==> src/rtl/nn_weight_loader_if.sv <==
`timescale 1ns/1ps
// Word-stream handshake plus the shared layer configuration bus.
// The loader connects through the slave modport; the word source and the layers see the master view.
interface nn_weight_loader_if;
  logic [31:0] in_data;
  logic        in_valid;
  logic        in_ready;
  logic [31:0] config_layer_num;
  logic [31:0] config_neuron_num;
  logic [31:0] weightValue;
  logic        weightValid;
  logic [31:0] biasValue;
  logic        biasValid;

  modport master (
    output in_data, in_valid,
    input  in_ready,
    input  config_layer_num, config_neuron_num,
    input  weightValue, weightValid, biasValue, biasValid
  );

  modport slave (
    input  in_data, in_valid,
    output in_ready,
    output config_layer_num, config_neuron_num,
    output weightValue, weightValid, biasValue, biasValid
  );
endinterface

==> src/rtl/nn_weight_loader.sv <==
`timescale 1ns/1ps
// nn_weight_loader: walks every layer/neuron and writes one stream word per weight onto the config bus.
// Define NN_LOADER_BIAS_EN to also consume one bias word after each neuron's weights.
module nn_weight_loader #(
  parameter int          NUM_LAYERS = 4,
  parameter logic [63:0] LAYER_NN   = {16'd10, 16'd10, 16'd10, 16'd10},
  parameter logic [63:0] LAYER_NW   = {16'd10, 16'd10, 16'd30, 16'd784}
) (
  input  logic               clk,
  input  logic               rst,
  input  logic               start,
  input  logic               abort,
  nn_weight_loader_if.slave  bus,
  output logic               busy,
  output logic               done
);

  typedef enum logic [2:0] {
    ST_IDLE   = 3'd0,
    ST_SETUP  = 3'd1,
    ST_WEIGHT = 3'd2,
    ST_BIAS   = 3'd3,
    ST_DONE   = 3'd4
  } state_e;

  localparam logic [15:0] LAST_LAYER = 16'(NUM_LAYERS - 1);

  // Elaboration-time guard against empty layers or an unsupported layer count.
  if (NUM_LAYERS < 1 || NUM_LAYERS > 4) begin : g_bad_layers
    $fatal(1, "nn_weight_loader: NUM_LAYERS must be 1..4");
  end
  for (genvar g = 0; g < 4; g++) begin : g_cfg_chk
    if (g < NUM_LAYERS && (LAYER_NN[16*g +: 16] == 16'd0 || LAYER_NW[16*g +: 16] == 16'd0)) begin : g_zero
      $fatal(1, "nn_weight_loader: layer %0d has a zero neuron or weight count", g + 1);
    end
  end

  state_e      state_r;
  state_e      next_state_s;
  state_e      seq_next_s;
  state_e      advance_state_s;
  logic [15:0] layer_idx_r;
  logic [15:0] neuron_idx_r;
  logic [15:0] weight_cnt_r;
  logic [5:0]  field_base_s;
  logic [15:0] nn_s;
  logic [15:0] nw_s;
  logic        xfer_s;
  logic        abort_s;
  logic        last_weight_s;
  logic        last_neuron_s;
  logic        last_layer_s;
  logic        word_last_s;
  logic [31:0] cfg_layer_r;
  logic [31:0] cfg_neuron_r;
  logic [31:0] weight_value_r;
  logic        weight_valid_r;
  logic        done_r;

  assign field_base_s    = {layer_idx_r[1:0], 4'd0};
  assign nn_s            = LAYER_NN[field_base_s +: 16];
  assign nw_s            = LAYER_NW[field_base_s +: 16];
  assign bus.in_ready    = (state_r == ST_WEIGHT) || (state_r == ST_BIAS);
  assign busy            = (state_r != ST_IDLE);
  assign xfer_s          = bus.in_valid && bus.in_ready;
  assign abort_s         = abort && (state_r != ST_IDLE);
  assign last_weight_s   = (weight_cnt_r == nw_s - 16'd1);
  assign last_neuron_s   = (neuron_idx_r == nn_s - 16'd1);
  assign last_layer_s    = (layer_idx_r == LAST_LAYER);
  assign advance_state_s = (last_neuron_s && last_layer_s) ? ST_DONE : ST_SETUP;

  // State register.
  always_ff @(posedge clk) begin
    if (rst) begin
      state_r <= ST_IDLE;
    end else begin
      state_r <= next_state_s;
    end
  end

  // Next-state decode; word_last_s flags the final word of the current neuron.
  always_comb begin
    seq_next_s  = state_r;
    word_last_s = 1'b0;
    case (state_r)
      ST_IDLE: begin
        if (start) seq_next_s = ST_SETUP;
        else       seq_next_s = ST_IDLE;
      end
      ST_SETUP: seq_next_s = ST_WEIGHT;
      ST_WEIGHT: begin
        if (xfer_s && last_weight_s) begin
`ifdef NN_LOADER_BIAS_EN
          seq_next_s  = ST_BIAS;
`else
          seq_next_s  = advance_state_s;
          word_last_s = 1'b1;
`endif
        end else begin
          seq_next_s = ST_WEIGHT;
        end
      end
`ifdef NN_LOADER_BIAS_EN
      ST_BIAS: begin
        if (xfer_s) begin
          seq_next_s  = advance_state_s;
          word_last_s = 1'b1;
        end else begin
          seq_next_s = ST_BIAS;
        end
      end
`endif
      ST_DONE: seq_next_s = ST_IDLE;
      default: seq_next_s = ST_IDLE;
    endcase
    next_state_s = abort_s ? ST_IDLE : seq_next_s;
  end

  // Counters, config registers and write strobes; abort clears counters but keeps the same-cycle strobe.
  always_ff @(posedge clk) begin
    if (rst) begin
      layer_idx_r    <= 16'd0;
      neuron_idx_r   <= 16'd0;
      weight_cnt_r   <= 16'd0;
      cfg_layer_r    <= 32'd0;
      cfg_neuron_r   <= 32'd0;
      weight_value_r <= 32'd0;
      weight_valid_r <= 1'b0;
      done_r         <= 1'b0;
    end else begin
      weight_valid_r <= 1'b0;
      done_r         <= (state_r == ST_DONE) && !abort;
      if (state_r == ST_IDLE && start) begin
        layer_idx_r  <= 16'd0;
        neuron_idx_r <= 16'd0;
      end
      if (state_r == ST_SETUP) begin
        cfg_layer_r  <= {16'd0, layer_idx_r + 16'd1};
        cfg_neuron_r <= {16'd0, neuron_idx_r};
        weight_cnt_r <= 16'd0;
      end
      if (state_r == ST_WEIGHT && xfer_s) begin
        weight_value_r <= bus.in_data;
        weight_valid_r <= 1'b1;
        weight_cnt_r   <= weight_cnt_r + 16'd1;
      end
      if (word_last_s) begin
        if (!last_neuron_s) begin
          neuron_idx_r <= neuron_idx_r + 16'd1;
        end else if (!last_layer_s) begin
          neuron_idx_r <= 16'd0;
          layer_idx_r  <= layer_idx_r + 16'd1;
        end
      end
      if (abort_s) begin
        layer_idx_r  <= 16'd0;
        neuron_idx_r <= 16'd0;
        weight_cnt_r <= 16'd0;
      end
    end
  end

`ifdef NN_LOADER_BIAS_EN
  logic [31:0] bias_value_r;
  logic        bias_valid_r;

  // Bias write strobe, one cycle per accepted bias word.
  always_ff @(posedge clk) begin
    if (rst) begin
      bias_value_r <= 32'd0;
      bias_valid_r <= 1'b0;
    end else begin
      bias_valid_r <= 1'b0;
      if (state_r == ST_BIAS && xfer_s) begin
        bias_value_r <= bus.in_data;
        bias_valid_r <= 1'b1;
      end
    end
  end

  assign bus.biasValue = bias_value_r;
  assign bus.biasValid = bias_valid_r;
`else
  assign bus.biasValue = 32'd0;
  assign bus.biasValid = 1'b0;
`endif

  assign bus.config_layer_num  = cfg_layer_r;
  assign bus.config_neuron_num = cfg_neuron_r;
  assign bus.weightValue       = weight_value_r;
  assign bus.weightValid       = weight_valid_r;
  assign done                  = done_r;

endmodule

==> src/flat_wrapper.sv <==
// flat-port wrapper written by rule: the top's interface ports become plain ports
module nn_weight_loader_flat 
#(
  parameter int          NUM_LAYERS = 4,
  parameter logic [63:0] LAYER_NN   = {16'd10, 16'd10, 16'd10, 16'd10},
  parameter logic [63:0] LAYER_NW   = {16'd10, 16'd10, 16'd30, 16'd784}
)
  (clk, rst, start, abort, busy, done, bus_in_data, bus_in_valid, bus_in_ready, bus_config_layer_num, bus_config_neuron_num, bus_weightValue, bus_weightValid, bus_biasValue, bus_biasValid);
  nn_weight_loader_if bus_i ();
  input  logic clk;
  input  logic rst;
  input  logic start;
  input  logic abort;
  output logic busy;
  output logic done;
  input wire logic [$bits(bus_i.in_data)-1:0] bus_in_data;
  input wire logic [$bits(bus_i.in_valid)-1:0] bus_in_valid;
  output wire logic [$bits(bus_i.in_ready)-1:0] bus_in_ready;
  output wire logic [$bits(bus_i.config_layer_num)-1:0] bus_config_layer_num;
  output wire logic [$bits(bus_i.config_neuron_num)-1:0] bus_config_neuron_num;
  output wire logic [$bits(bus_i.weightValue)-1:0] bus_weightValue;
  output wire logic [$bits(bus_i.weightValid)-1:0] bus_weightValid;
  output wire logic [$bits(bus_i.biasValue)-1:0] bus_biasValue;
  output wire logic [$bits(bus_i.biasValid)-1:0] bus_biasValid;
  assign bus_i.in_data = bus_in_data;
  assign bus_i.in_valid = bus_in_valid;
  assign bus_in_ready = bus_i.in_ready;
  assign bus_config_layer_num = bus_i.config_layer_num;
  assign bus_config_neuron_num = bus_i.config_neuron_num;
  assign bus_weightValue = bus_i.weightValue;
  assign bus_weightValid = bus_i.weightValid;
  assign bus_biasValue = bus_i.biasValue;
  assign bus_biasValid = bus_i.biasValid;
  nn_weight_loader #(.NUM_LAYERS(NUM_LAYERS), .LAYER_NN(LAYER_NN), .LAYER_NW(LAYER_NW)) u_core (.clk(clk), .rst(rst), .start(start), .abort(abort), .bus(bus_i), .busy(busy), .done(done));
endmodule
==> config.mk <==
export PLATFORM = sky130hd
export DESIGN_NAME = nn_weight_loader_flat
export DESIGN_NICKNAME = d
export VERILOG_FILES = /design/src/rtl/nn_weight_loader_if.sv /design/src/rtl/nn_weight_loader.sv /design/src/flat_wrapper.sv
export SDC_FILE = /design/constraint.sdc
export NUM_CORES = 1
export LEC_CHECK = 0
export BUFFER_PORTS_ARGS = -buffer_cell sky130_fd_sc_hd__clkbuf_2
export CAP_MARGIN = 20
export CORE_MARGIN = 2
export CORE_UTILIZATION = 52
export DETAILED_ROUTE_END_ITERATION = 10
export GPL_TIMING_DRIVEN = 0
export PLACE_DENSITY = 0.79
export SLEW_MARGIN = 20
export SYNTH_ARGS = -nofsm -noshare
export SYNTH_HDL_FRONTEND = slang
export SYNTH_SLANG_ARGS = --single-unit
==> constraint.sdc <==
create_clock -name clk -period 4.1 [get_ports clk]
set_clock_uncertainty 0.2 [all_clocks]
set_input_delay 0.41 -clock clk [delete_from_list [all_inputs] [get_ports clk]]
set_output_delay 0.41 -clock clk [all_outputs]
set_load 0.01 [all_outputs]
==> results of run 1 <==
## cell usage after synthesis, drive strengths merged, types with 13 or more instances
| cell type | count |
|---|---|
| nand2 | 135 |
| dfxtp | 117 |
| a21oi | 87 |
| buf | 72 |
| nor2 | 47 |
| clkbuf | 31 |
| nand3 | 27 |
| nand4 | 15 |
| a211oi | 14 |
| a21o | 14 |
| o21ai | 14 |
| a311oi | 13 |
## final cells by class
type,count,share of cell area
multi-input combinational,552,0.3910
tap,140,0.02324
sequential,117,0.3107
timing repair buffer,136,0.1115
inverter,8,0.003983
buffer,103,0.08515
clock buffer,21,0.06091
clock inverter,11,0.01344
## routing by layer
metal  routed length, um  vias to the layer above  part of all wire  GRT usage
li1                    -                     2821                 -          -
met1                6238                     2537              0.42     0.2970
met2                7194                      209              0.49     0.4241
met3                1027                       30             0.070    0.06157
met4                 311                        0             0.021     0.1108
met5                   0                        -                 0          0
## cell families after synthesis
group	Yosys count	share of synthesized area
xor gates and xnor gates	4	0.006122
DFF	117	0.4094
adders and majority gates	8	0.01749
muxes	5	0.009840
and+or+nand+nor	303	0.2550
AOI/OAI and AO/OA	167	0.1841
other	1	0.0006554
buffers and inverters	111	0.1174
## worst min-delay path by stage
stage                                                       start                                      endpoint  slack, ps
after global routing                                        abort                        u_core.done$_SDFF_PP0_         70
after global placement    u_core.bus.weightValue[30]$_SDFFE_PP0P_       u_core.bus.weightValue[30]$_SDFFE_PP0P_        240
after detailed placement   u_core.bus.weightValue[7]$_SDFFE_PP0P_        u_core.bus.weightValue[7]$_SDFFE_PP0P_        250
after floorplan                 u_core.neuron_idx_r[4]$_SDFF_PP0_  u_core.bus.config_neuron_num[4]$_SDFFE_PP0P_        250
final                                                       abort                        u_core.done$_SDFF_PP0_         70
after CTS                                                   abort                        u_core.done$_SDFF_PP0_         30
## power by group
group	internal, uW	leakage (uW)	total (uW)	switching [uW]
Sequential	1160	0.000945	1180	14.1
Clock	851	0.000266	1390	534
Combinational	121	0.00205	290	169
Total	2130	0.00326	2850	717
## placed cells by master (no fill, tap or decap), drive strengths merged, types with 4 or more instances in the layout
cell,netlist,routed
clkinvlp,0,4
clkinv,0,5
nand4,15,15
and3,12,12
o211ai,4,4
inv,8,9
a21oi,87,87
or2,8,8
dlygate4sd3,0,32
buf,72,72
nand2,135,135
or4,4,4
nand2b,12,12
conb,1,65
a211oi,14,14
a22oi,4,4
xor2,4,4
dfxtp,117,117
mux2,5,5
clkbuf,31,156
nand3,27,27
ha,8,8
nor4,8,8
a21o,14,14
nor2,47,47
or3,5,5
a311oi,13,13
o21ai,14,14
nor3,10,10
## state kept, by name, summed over array words and instances (netlist names)
signal / flops
u_core.bus.config_layer_num: 16
u_core.neuron_idx_r: 16
u_core.weight_cnt_r: 16
u_core.state_r: 3
u_core.bus.weightValue: 32
u_core.layer_idx_r: 16
u_core.bus.weightValid: 1
u_core.done: 1
u_core.bus.config_neuron_num: 16
## repair_timing
action / CTS / global route
hold endpoints to repair: 32 / 0
hold buffers: 32 / 0
setup endpoints to repair: 0 / 0
## through the flow
stage / hold slack, ps / instances / power [uW] / cell area (um^2) / setup slack (ps)
after floorplan: 253.7 / 780 / 1378 / 5962 / 1114
after global placement: 242.0 / 1024 / 1455 / 6658 / 790.9
after detailed placement: 246.5 / 1024 / 1457 / 6658 / 761.8
after CTS: 31.77 / 1088 / 2859 / 7538 / 768.9
after global routing: 65.69 / 1088 / 2948 / 7538 / 538.3
final: 66.92 / 1088 / 2851 / 7538 / 770.5
## critical path, delay by kind of cell (launching register included)
kind / cells / cell delay [ps]
compound gates: 4 / 1070
simple gates: 2 / 1020
flops: 1 / 320
buf+inv: 2 / 300
fa+ha+maj: 1 / 260
==> flow_summary.yaml, run 1 <==
worst_hold_path:
  min-delay-path-class: "primary input to register"
  whs_path_depth: 3
power_and_ir_drop:
  power_leakage_uw: 0.003257
  peakVddDrop_uv: 254.0
  power.density_nw_per_um2: 378.1
route:
  drt_iter0_drc: 395
  vias_per_cell: 5.144
  wl_per_cell_um: 13.58
  num_vias: 5597
  drt-total-wl_mm: 14.77
  firstDrtPassIters: 5
  route.detailed.drc: 0
  ant_nets: 0
finish:
  multi_input_area_um2: 2948
  final_util: 0.6985
  drive_above_1_share: 0.2384
  nets: 980
  nFillCells: 867
  syn2layout_area_growth_pct: 31.75
  regArea_um2: 2342
  antenna_cells: 0
global_route:
  antenna_found_initial: 0
  grt_max_degree: 17
  gr-total-overflow: 0
  grt.total_usage: 0.2494
  grt_pass1_wl_mm: 23.45
  first_global_vias: 5073
worst_setup_path:
  reg2regPathDepth: 9
  setup.worst_path.end: "u_core.neuron_idx_r[9]$_SDFF_PP0_"
  r2r_start: "u_core.layer_idx_r[1]$_SDFF_PP0_"
  crit_chain: "buf_2 > inv_1 > ha_1 > or4_4 > a211oi_2 > o2111ai_2 > or4_4 > o21ai_2 > a22oi_1"
  critPathMostFrequentCell: "or4_4"
  cp.arrival_ps: 3500
  cp_slowest_stage_delay_ps: 590
  setup.worst_path.end_class: "register"
  worstSetupStartpoint: "u_core.layer_idx_r[1]$_SDFF_PP0_"
  worstPathMaxFanout: 10
  r2r_end: "u_core.neuron_idx_r[9]$_SDFF_PP0_"
  critPathRequiredTime_ps: 4270
  rrSetupSlack_ps: 770
  crit_type: "register to register"
  critPathSlowestCell: "or4_4"
  cp-start-kind: "register"
die:
  boundaryPins: 170
  die_w_um: 108.9
  die_y_um: 108.9
  dieArea_um2: 11860
  start_util: 0.5301
  num_rows: 38
  core_um2: 10790
cts:
  htree_levels: 4
  cts_setup_buffers: 0
  cts.clk_slew.worst_paths_ps: 60
  cts_resized: 0
  cts_buffers: 17
  clk_path_buf_depth: 2
  clock-sinks: 117
  clk-insertion-delay-late_ps: 510
  cts_root_buffer: "clkbuf_8"
  cts_tree: "done"
yosys:
  synth_top_cell_by_area: "dfxtp_1"
  ys_seq_area_frac: 0.4094
  async_reset_ff_frac: 0
  yosysWarnings: 0
  synth.top_cells.by_area: "dfxtp_1 41%, nand2_1 8.9%, buf_4 8.5%, a21oi_1 7.6%, nor2_1 3.1%"
  netlist_area_um2: 5722
  synth_cell_types: 54
  ys_seq_elements: 117
  synth.avg_cell_area_um2: 7.991
  ys.flop_type: "dfxtp_1"
  synthCells: 716
  synth_top_area_frac: 0.4094
  synth_edf_count: 0
timing:
  setup_viol: 0
  fmax_mhz: 300.3
  worst_pin_slew_ps: 606.8
  slew-limit-headroom: 0.5955
  fin_crit_sh: 0.8121
  rsz0062_at_grt: "no"
  fin_crit_ps: 3330
  final_hold_viol_count: 0
  tns_ps: 0
  slew_violations: 0
place:
  gp_congestion: 0.8309
  portBuffers: 104
  dp_hpwl_mm: 9.762
run:
  drv_cap: 0
run_status:
  outcome: "finished clean"
No activity file was read; power rests on OpenSTA's default activity.
==> run 2, diff against run 1 <==
--- a/config.mk
+++ b/config.mk
@@ -8,10 +8,10 @@
 export BUFFER_PORTS_ARGS = -buffer_cell sky130_fd_sc_hd__clkbuf_2
 export CAP_MARGIN = 20
 export CORE_MARGIN = 2
-export CORE_UTILIZATION = 52
+export CORE_UTILIZATION = 47
 export DETAILED_ROUTE_END_ITERATION = 10
 export GPL_TIMING_DRIVEN = 0
-export PLACE_DENSITY = 0.79
+export PLACE_DENSITY = 0.76
 export SLEW_MARGIN = 20
 export SYNTH_ARGS = -nofsm -noshare
 export SYNTH_HDL_FRONTEND = slang
==> constraint.sdc (replaced) <==
create_clock -name clk -period 2.9 [get_ports clk]
set_clock_uncertainty 0.2 [all_clocks]
set_input_delay 0.29 -clock clk [delete_from_list [all_inputs] [get_ports clk]]
set_output_delay 0.29 -clock clk [all_outputs]
set_load 0.01 [all_outputs]
==> flow_summary.yaml, run 2 (synthesis results as in run 1) <==
power_and_ir_drop:
  power_leakage_uw: 0.003351
  power.density_nw_per_um2: 552.6
  peakVddDrop_uv: 518.9
finish:
  syn2layout_area_growth_pct: 35.10
  layout_commonest_cell: "nand2_1"
  nets: 987
  antenna_cells: 0
  nFillCells: 1000
  instances_no_fill: 1102
  drive_above_1_share: 0.2555
  finalInstanceArea_um2: 7730
  final_cell_mix: "135 x nand2_1, 116 x dfxtp_1, 106 x clkbuf_2"
  largest_reg_flops: 32
timing:
  setup_slack_ps: 90.17
  fin_crit_sh: 0.9689
  final_hold_viol_count: 0
  slew_violations: 0
  slew-limit-headroom: 0.5826
  rsz0062_at_grt: "yes"
  fin_crit_ps: 2810
  worst_pin_slew_ps: 626.1
  fmax_mhz: 355.9
  setup_viol: 0
worst_setup_path:
  critPathSlowestCell: "or4_4"
  crit_cells: 9
  critPathBufInv: 2
  r2r_start: "u_core.layer_idx_r[1]$_SDFF_PP0_"
  cp_top_family: "simple AND/OR/NAND/NOR gates"
  rrSetupSlack_ps: 90
  crit_type: "register to register"
  worstPathMaxFanout: 4
  r2r_end: "u_core.neuron_idx_r[14]$_SDFF_PP0_"
  crit_chain: "buf_6 > inv_2 > ha_1 > or4bb_1 > o211ai_1 > o2111ai_2 > or4_4 > or4_4 > nand3_1"
  reg2regPathDepth: 9
  critPathRequiredTime_ps: 3060
  critPathMostFrequentCell: "or4_4"
  setup.worst_path.end_class: "register"
  cp-start-kind: "register"
  cp.arrival_ps: 2970
  cp_slowest_stage_delay_ps: 500
place:
  place_ws_ps: -389.2
  portBuffers: 104
  dp_cells: 1031
  dp_hpwl_mm: 10.22
  gp_congestion: 0.8692
  post_dp_cell_area_um2: 6669
die:
  boundaryPins: 170
  die_y_um: 114.3
  die_w_um: 114.3
  start_util: 0.4783
  dieArea_um2: 13070
  num_rows: 40
  core_um2: 11960
worst_hold_path:
  min_to: "u_core.neuron_idx_r[8]$_SDFF_PP0_"
  whs_path_depth: 4
  min_from: "start"
  min-delay-path-class: "primary input to register"
global_route:
  grt.total_usage: 0.2313
  antenna_found_initial: 0
  gr-total-overflow: 0
  grt_pass1_wl_mm: 24.16
  first_global_vias: 5070
  grt_max_degree: 17
run:
  drv_cap: 0
route:
  wl_met1_mm: 6.532
  ant_nets: 0
  vias_per_cell: 5.122
  wl_per_cell_um: 13.65
  route.detailed.drc: 0
  firstDrtPassIters: 6
  met3WireLength_um: 880
  drt-total-wl_mm: 15.04
  top_layer_used: "met4"
  num_vias: 5644
  wl_met2_mm: 7.287
  drt_iter0_drc: 387
cts:
  cts.clk_slew.worst_paths_ps: 60
  clock-sinks: 117
  htree_levels: 4
  clk_path_buf_depth: 2
  cts_tree: "done"
  cts_root_buffer: "clkbuf_16"
  cts_buffers: 17
  clk-insertion-delay-late_ps: 420
run_status:
  outcome: "finished clean"
run 2: how the worst max path moves through the flow:
stage,start,to
floorplan,u_core.layer_idx_r[1]$_SDFF_PP0_,u_core.neuron_idx_r[14]$_SDFF_PP0_
global route,u_core.neuron_idx_r[0]$_SDFF_PP0_,u_core.layer_idx_r[7]$_SDFF_PP0_
global placement,u_core.layer_idx_r[0]$_SDFF_PP0_,u_core.layer_idx_r[10]$_SDFF_PP0_
CTS,u_core.layer_idx_r[0]$_SDFF_PP0_,u_core.neuron_idx_r[14]$_SDFF_PP0_
finish,u_core.layer_idx_r[1]$_SDFF_PP0_,u_core.neuron_idx_r[14]$_SDFF_PP0_
detailed placement,u_core.layer_idx_r[0]$_SDFF_PP0_,u_core.layer_idx_r[9]$_SDFF_PP0_
run 2: layout make-up:
| type | count | area [um^2] | area share |
|---|---|---|---|
| buffer | 103 | 656.9 | 0.08498 |
| clock buffer | 18 | 429.2 | 0.05552 |
| clock inverter | 14 | 187.7 | 0.02428 |
| inverter | 8 | 30.03 | 0.003885 |
| multi-input combinational | 552 | 3000 | 0.3882 |
| sequential | 117 | 2346 | 0.3035 |
| tap | 147 | 183.9 | 0.02379 |
| timing repair buffer | 143 | 895.9 | 0.1159 |
run 2: worst register-to-register path, cell delays in order, from the launching register on:
cell and delay [ps]:
dfxtp_1 340, buf_6 100, inv_2 50, ha_1 210
or4bb_1 470, o211ai_1 110, o2111ai_2 180, or4_4 500
or4_4 490, nand3_1 90
run 2: repair_timing:
item	CTS	global route
hold endpoints to repair	33	0
pin swaps	5	3
hold buffers	33	0
resized for setup	8	12
endpoints found under the setup margin	33	42
setup buffers	5	1
run 2: power by group:
group	switching, uW	internal (uW)
Combinational	241	175
Clock	818	1380
Sequential	21.2	1640
Total	1080	3190
run 2: layer usage:
layer / track usage / up-vias
met5: 0 / -
met4: 0.1049 / 0
met3: 0.05929 / 30
met2: 0.3889 / 191
met1: 0.2786 / 2567
li1: - / 2856
run 2: metrics by stage:
step	power, uW	setup TNS [ps]	hold slack (ps)	utilization
floorplan	1948	0	226.0	-
global placement	2062	-8135	241.5	0.5575
detailed placement	2064	-8672	246.3	0.5575
CTS	4278	0	41.25	0.6423
global route	4401	-42.19	78.31	0.6462
finish	4272	0	65.76	0.6462
